**src/rtl/priority_arbiter_8_if.sv**
```systemverilog
// Request/grant bundle between eight clients and the shared-resource arbiter.
// master = client side (drives requests), slave = arbiter side (drives grants).
interface priority_arbiter_8_if;
  logic [7:0] req;
  logic       rr_mode;
  logic [7:0] gnt;
  logic [2:0] gnt_id;
  logic       gnt_valid;
  logic       timeout;

  modport master (output req, output rr_mode,
                  input  gnt, input gnt_id, input gnt_valid, input timeout);
  modport slave  (input  req, input rr_mode,
                  output gnt, output gnt_id, output gnt_valid, output timeout);
endinterface

```
**src/rtl/priority_arbiter_8.sv**
```systemverilog
// Registered 8-requester arbiter: fixed priority (bit 7 highest) or round-robin,
// with a hold-time limit that forces a handover when other clients are waiting.
module priority_arbiter_8 #(
  parameter int unsigned MAX_HOLD = 16
) (
  input  logic                 clk,
  input  logic                 rst,
  priority_arbiter_8_if.slave  bus
);

  localparam int unsigned CNT_W = (MAX_HOLD == 0) ? 1 : $clog2(MAX_HOLD + 1);
  localparam logic [CNT_W-1:0] CNT_MAX = CNT_W'(MAX_HOLD);

  typedef enum logic {IDLE, GRANT} state_e;

  state_e           state_q, state_d;
  logic [7:0]       gnt_q, gnt_d;
  logic [2:0]       gnt_id_q, gnt_id_d;
  logic             gnt_valid_q, gnt_valid_d;
  logic             timeout_q, timeout_d;
  logic [CNT_W-1:0] cnt_q, cnt_d;
  logic [2:0]       last_q, last_d;

  logic       holder_req, release_ev, timeout_ev, arb_ev;
  logic [7:0] others, cand;
  logic [2:0] fp_id, rr_id, rr_idx, win_id;
  logic       rr_found;

  // Arbitration event detection and candidate selection
  always_comb begin
    holder_req = bus.req[gnt_id_q];
    others     = bus.req & ~gnt_q;
    release_ev = (state_q == GRANT) && !holder_req;
    timeout_ev = (state_q == GRANT) && holder_req && (MAX_HOLD != 0) &&
                 (cnt_q == CNT_MAX) && (others != 8'h00);
    arb_ev     = ((state_q == IDLE) && (bus.req != 8'h00)) || release_ev || timeout_ev;
    cand       = timeout_ev ? others : bus.req;
  end

  // Fixed priority: ascending scan so the highest set index wins
  always_comb begin
    fp_id = 3'd0;
    for (int i = 0; i < 8; i++) begin
      if (cand[i]) fp_id = 3'(i);
    end
  end

  // Round-robin: first set bit after the last grant, wrapping mod 8
  always_comb begin
    rr_id    = 3'd0;
    rr_idx   = 3'd0;
    rr_found = 1'b0;
    for (int k = 1; k <= 8; k++) begin
      rr_idx = last_q + 3'(k);
      if (!rr_found && cand[rr_idx]) begin
        rr_found = 1'b1;
        rr_id    = rr_idx;
      end
    end
    win_id = bus.rr_mode ? rr_id : fp_id;
  end

  // Next-state and registered-output computation
  always_comb begin
    state_d     = state_q;
    gnt_d       = gnt_q;
    gnt_id_d    = gnt_id_q;
    gnt_valid_d = gnt_valid_q;
    timeout_d   = 1'b0;
    cnt_d       = cnt_q;
    last_d      = last_q;
    if (arb_ev) begin
      if (cand != 8'h00) begin
        state_d     = GRANT;
        gnt_d       = 8'(8'h01 << win_id);
        gnt_id_d    = win_id;
        gnt_valid_d = 1'b1;
        timeout_d   = timeout_ev;
        cnt_d       = CNT_W'(1);
        last_d      = win_id;
      end else begin
        state_d     = IDLE;
        gnt_d       = 8'h00;
        gnt_id_d    = 3'd0;
        gnt_valid_d = 1'b0;
        cnt_d       = '0;
      end
    end else if (state_q == GRANT && cnt_q != CNT_MAX) begin
      cnt_d = cnt_q + CNT_W'(1);
    end
  end

  always_ff @(posedge clk) begin
    if (rst) begin
      state_q     <= IDLE;
      gnt_q       <= 8'h00;
      gnt_id_q    <= 3'd0;
      gnt_valid_q <= 1'b0;
      timeout_q   <= 1'b0;
      cnt_q       <= '0;
      last_q      <= 3'd7;
    end else begin
      state_q     <= state_d;
      gnt_q       <= gnt_d;
      gnt_id_q    <= gnt_id_d;
      gnt_valid_q <= gnt_valid_d;
      timeout_q   <= timeout_d;
      cnt_q       <= cnt_d;
      last_q      <= last_d;
    end
  end

  assign bus.gnt       = gnt_q;
  assign bus.gnt_id    = gnt_id_q;
  assign bus.gnt_valid = gnt_valid_q;
  assign bus.timeout   = timeout_q;

endmodule

```
**src/flat_wrapper.sv**
```systemverilog
// flat-port wrapper written by rule: the top's interface ports become plain ports
module priority_arbiter_8_flat 
#(
  parameter int unsigned MAX_HOLD = 16
)
  (clk, rst, bus_req, bus_rr_mode, bus_gnt, bus_gnt_id, bus_gnt_valid, bus_timeout);
  priority_arbiter_8_if bus_i ();
  input  logic clk;
  input  logic rst;
  input wire logic [$bits(bus_i.req)-1:0] bus_req;
  input wire logic [$bits(bus_i.rr_mode)-1:0] bus_rr_mode;
  output wire logic [$bits(bus_i.gnt)-1:0] bus_gnt;
  output wire logic [$bits(bus_i.gnt_id)-1:0] bus_gnt_id;
  output wire logic [$bits(bus_i.gnt_valid)-1:0] bus_gnt_valid;
  output wire logic [$bits(bus_i.timeout)-1:0] bus_timeout;
  assign bus_i.req = bus_req;
  assign bus_i.rr_mode = bus_rr_mode;
  assign bus_gnt = bus_i.gnt;
  assign bus_gnt_id = bus_i.gnt_id;
  assign bus_gnt_valid = bus_i.gnt_valid;
  assign bus_timeout = bus_i.timeout;
  priority_arbiter_8 #(.MAX_HOLD(MAX_HOLD)) u_core (.clk(clk), .rst(rst), .bus(bus_i));
endmodule
```
**config.mk**
```make
export PLATFORM = sky130hd
export DESIGN_NAME = priority_arbiter_8_flat
export DESIGN_NICKNAME = d
export VERILOG_FILES = /design/src/rtl/priority_arbiter_8_if.sv /design/src/rtl/priority_arbiter_8.sv /design/src/flat_wrapper.sv
export SDC_FILE = /design/constraint.sdc
export NUM_CORES = 1
export LEC_CHECK = 0
export CAP_MARGIN = 20
export CORE_AREA = 2 2 93 95
export DETAILED_ROUTE_END_ITERATION = 10
export DIE_AREA = 0 0 95 97
export GPL_ROUTABILITY_DRIVEN = 0
export GPL_TIMING_DRIVEN = 0
export HOLD_SLACK_MARGIN = 0.02
export PLACE_DENSITY = 0.56
export SYNTH_ARGS = -nofsm -noshare
export SYNTH_HDL_FRONTEND = slang
export SYNTH_SLANG_ARGS = --single-unit
export TNS_END_PERCENT = 20
```
**constraint.sdc**
```tcl
create_clock -name clk -period 4.2 [get_ports clk]
set_input_delay 0.84 -clock clk [delete_from_list [all_inputs] [get_ports clk]]
set_output_delay 0.84 -clock clk [all_outputs]
set_load 0.005 [all_outputs]
```
==> impl_metrics.py <==
metrics = {
    "global_routing": {
        "grt_pass1_vias": 2928,
        "grt_max_degree": 13,
        "grt_overflow": 0,
        "track_usage": 0.2096,
        "grt_pass1_wl_mm": 15.46,
        "grt_antenna_before_repair": 0,
    },
    "sta": {
        "max_freq_ghz": 0.2424,
        "hold-worst-slack_ns": 0.5032,
        "tightest_slew_ns": 0.6335,
        "hold_viol_final": 0,
        "tns_ns": 0,
        "setup_viol": 0,
        "clock_skew_ns": 0.01057,
        "period_share": 0.9823,
        "slew_viol_final": 0,
        "relSlewSlack": 0.5732,
        "period_minus_slack_ns": 4.126,
        "layout_setup_ws_ns": 0.07424,
    },
    "clock_tree": {
        "ctsHtreeMaxLevel": 1,
        "cts_root_buffer": "clkbuf_8",
        "clock_path_buffers": 2,
        "hold_buffers": 0,
        "clk_latency_ns": 0.26,
        "clock_sinks": 21,
        "numCtsBuffers": 3,
        "cts_tree": "done",
        "clk_pin_slew_ns": 0.09,
    },
    "synthesis": {
        "yosys-top-cells-area": "dfxtp_1 (17%), nand2_1 (6.3%), o21ai_0 (4.2%)",
        "async_flop_share": 0,
        "netlist_area_um2": 2510,
        "ys_ff_latch": 21,
        "syn_inst": 340,
        "synth_top_area_frac": 0.1675,
        "synth_commonest_cells": "nand2_1 (42), dfxtp_1 (21), inv_1 (21), o21ai_0 (21), nor2_1 (19)",
        "ys.flop_type": "dfxtp_1",
        "syn_nets": 355,
        "synth_edf_count": 0,
        "ys_seq_area_frac": 0.1675,
        "syn_avg_cell_area_um2": 7.382,
        "yosysMostFrequentCell": "nand2_1",
        "yosys.cell_types.count": 77,
        "yosysWarningCount": 0,
        "synth_top_area_cell": "dfxtp_1",
    },
    "detailed_routing": {
        "vias": 3049,
        "dr.pass1.iters": 5,
        "totalWireLength_mm": 9.669,
        "vias_per_cell": 6.379,
        "drtAntennaViolNets": 0,
        "drtIter0Drc": 393,
        "remaining_drc_errors": 0,
        "wl_per_cell_um": 20.23,
    },
    "floorplanning": {
        "die_h_um": 97,
        "die_area_um2": 9215,
        "core_area_um2": 8134,
        "rows": 33,
        "start_util": 0.3086,
        "die_x_um": 95,
        "pin_count": 24,
    },
    "worst_setup_path": {
        "cp_max_fo": 10,
        "arrival_ns": 4.30,
        "worstSetupPathType": "input pin to register",
        "crit_path_end_kind": "register",
        "start_kind": "input pin",
        "crit_required_ns": 4.38,
    },
    "layout": {
        "multi_input_area_um2": 2349,
        "area_delta_synth_final_pct": 34.90,
        "finalInstanceArea_um2": 3386,
        "diodes": 0,
        "filler_cell_count": 816,
        "layout-drive-gt1-share": 0.2493,
        "regArea_um2": 420.4,
        "nets": 389,
    },
    "run_status": {
        "outcome": "finished, final reports clean",
    },
    "hold_path": {
        "hold_path_class": "register to register",
    },
    "pwr": {
        "p_per_area_nw_per_um2": 752.3,
        "p_leak_uw": 0.001119,
        "ir_drop_uv": 337.4,
    },
    "place": {
        "place_ws_ns": -0.9633,
        "placed_area_um2": 2861,
        "portBuffers": 22,
        "dp_hpwl_mm": 7.151,
    },
    "job": {
        "drv_cap": 0,
    },
}
## critical path: stages
cell and delay, ns:
dlygate4sd2_1 0.37, nand2b_1 0.15, nand4_1 0.18, o21a_1 0.17, buf_6 0.19, buf_6 0.19, a31oi_4 0.11, mux2i_2 0.23
o21a_2 0.22, or4b_4 0.51, o311ai_4 0.31, a31oi_4 0.10, or3_4 0.45, o32ai_1 0.27
## logic make-up (layout without fill, tap and decap cells)
group | count (synthesis) | after routing | synth area share
AO/OA/AOI/OAI | 128 | 128 | 0.3928
multiplexers | 11 | 11 | 0.05533
adder cells (fa/ha/maj) | 4 | 4 | 0.01994
AND/OR/NAND/NOR | 129 | 129 | 0.2662
flip-flops | 21 | 21 | 0.1675
XOR/XNOR | 8 | 8 | 0.02792
buffers and inverters | 39 | 72 | 0.07029
## worst paths after layout
kind	cells past startpoint	end	slack, ns	from
setup / recovery	14	u_core.bus.gnt[0]	0.07	bus_req[7]
hold reg to reg	2	u_core.cnt_q[1]	0.50	u_core.cnt_q[1]
setup reg to reg	13	u_core.bus.gnt[0]	0.22	u_core.last_q[0]
hold / removal	2	u_core.cnt_q[1]	0.50	u_core.cnt_q[1]
## registers in the layout, indices dropped and copies added (netlist names)
register            count
u_core.cnt_q            5
u_core.bus.gnt          8
u_core.bus.timeout      1
u_core.state_q          1
u_core.last_q           3
u_core.bus.gnt_id       3
## layer usage
| metal | track usage | part of all wire | up-vias | wire length, µm |
|---|---|---|---|---|
| li1 | - | - | 1396 | - |
| met1 | 0.2858 | 0.42 | 1465 | 4091 |
| met2 | 0.3410 | 0.48 | 158 | 4654 |
| met3 | 0.01869 | 0.062 | 30 | 601 |
| met4 | 0.07581 | 0.033 | 0 | 323 |
| met5 | 0 | 0 | - | 0 |
## stage by stage
step	util	total power (µW)	instances
6_report	0.4162	2547	478
5_1_grt	0.4162	2697	478
2_1_floorplan	-	1482	340
3_5_place_dp	0.3518	1972	467
3_3_place_gp	0.3518	1965	467
4_1_cts	0.4055	2381	479
## what timing repair did
action                     in CTS  in global routing
setup endpoints to repair      14                 12
gates cloned                    0                  0
gates resized for setup        64                 31
pin swaps                       6                  3
setup buffers                   8                  1
## cell usage in the layout, fill, tap and decap left out, types with 11 or more instances in the layout
| cell type | netlist | routed |
|---|---|---|
| nor3_1 | 17 | 16 |
| o21ai_0 | 21 | 20 |
| inv_1 | 21 | 20 |
| nor2_1 | 19 | 19 |
| dfxtp_1 | 21 | 21 |
| clkdlybuf4s50_1 | 0 | 14 |
| nand2b_1 | 11 | 11 |
| nand2_1 | 42 | 42 |
## where the power goes
group          internal [µW]  switching (µW)  leakage (µW)  total, µW
clock                   66.1            68.4     0.0000255        135
combinational            795            1250      0.000921       2050
sequential               259             107      0.000172        366
total                   1120            1430       0.00112       2550
## layout make-up
cell class	instances	area share
plain buffers	16	0.02993
flip-flops and latches	21	0.1242
clock inverters	1	0.001478
repair buffers	31	0.07576
multi-input cells	280	0.6936
well taps	105	0.03880
inverters	21	0.02402
clock buffers	3	0.01220
No activity file was read; power rests on OpenSTA's default activity.
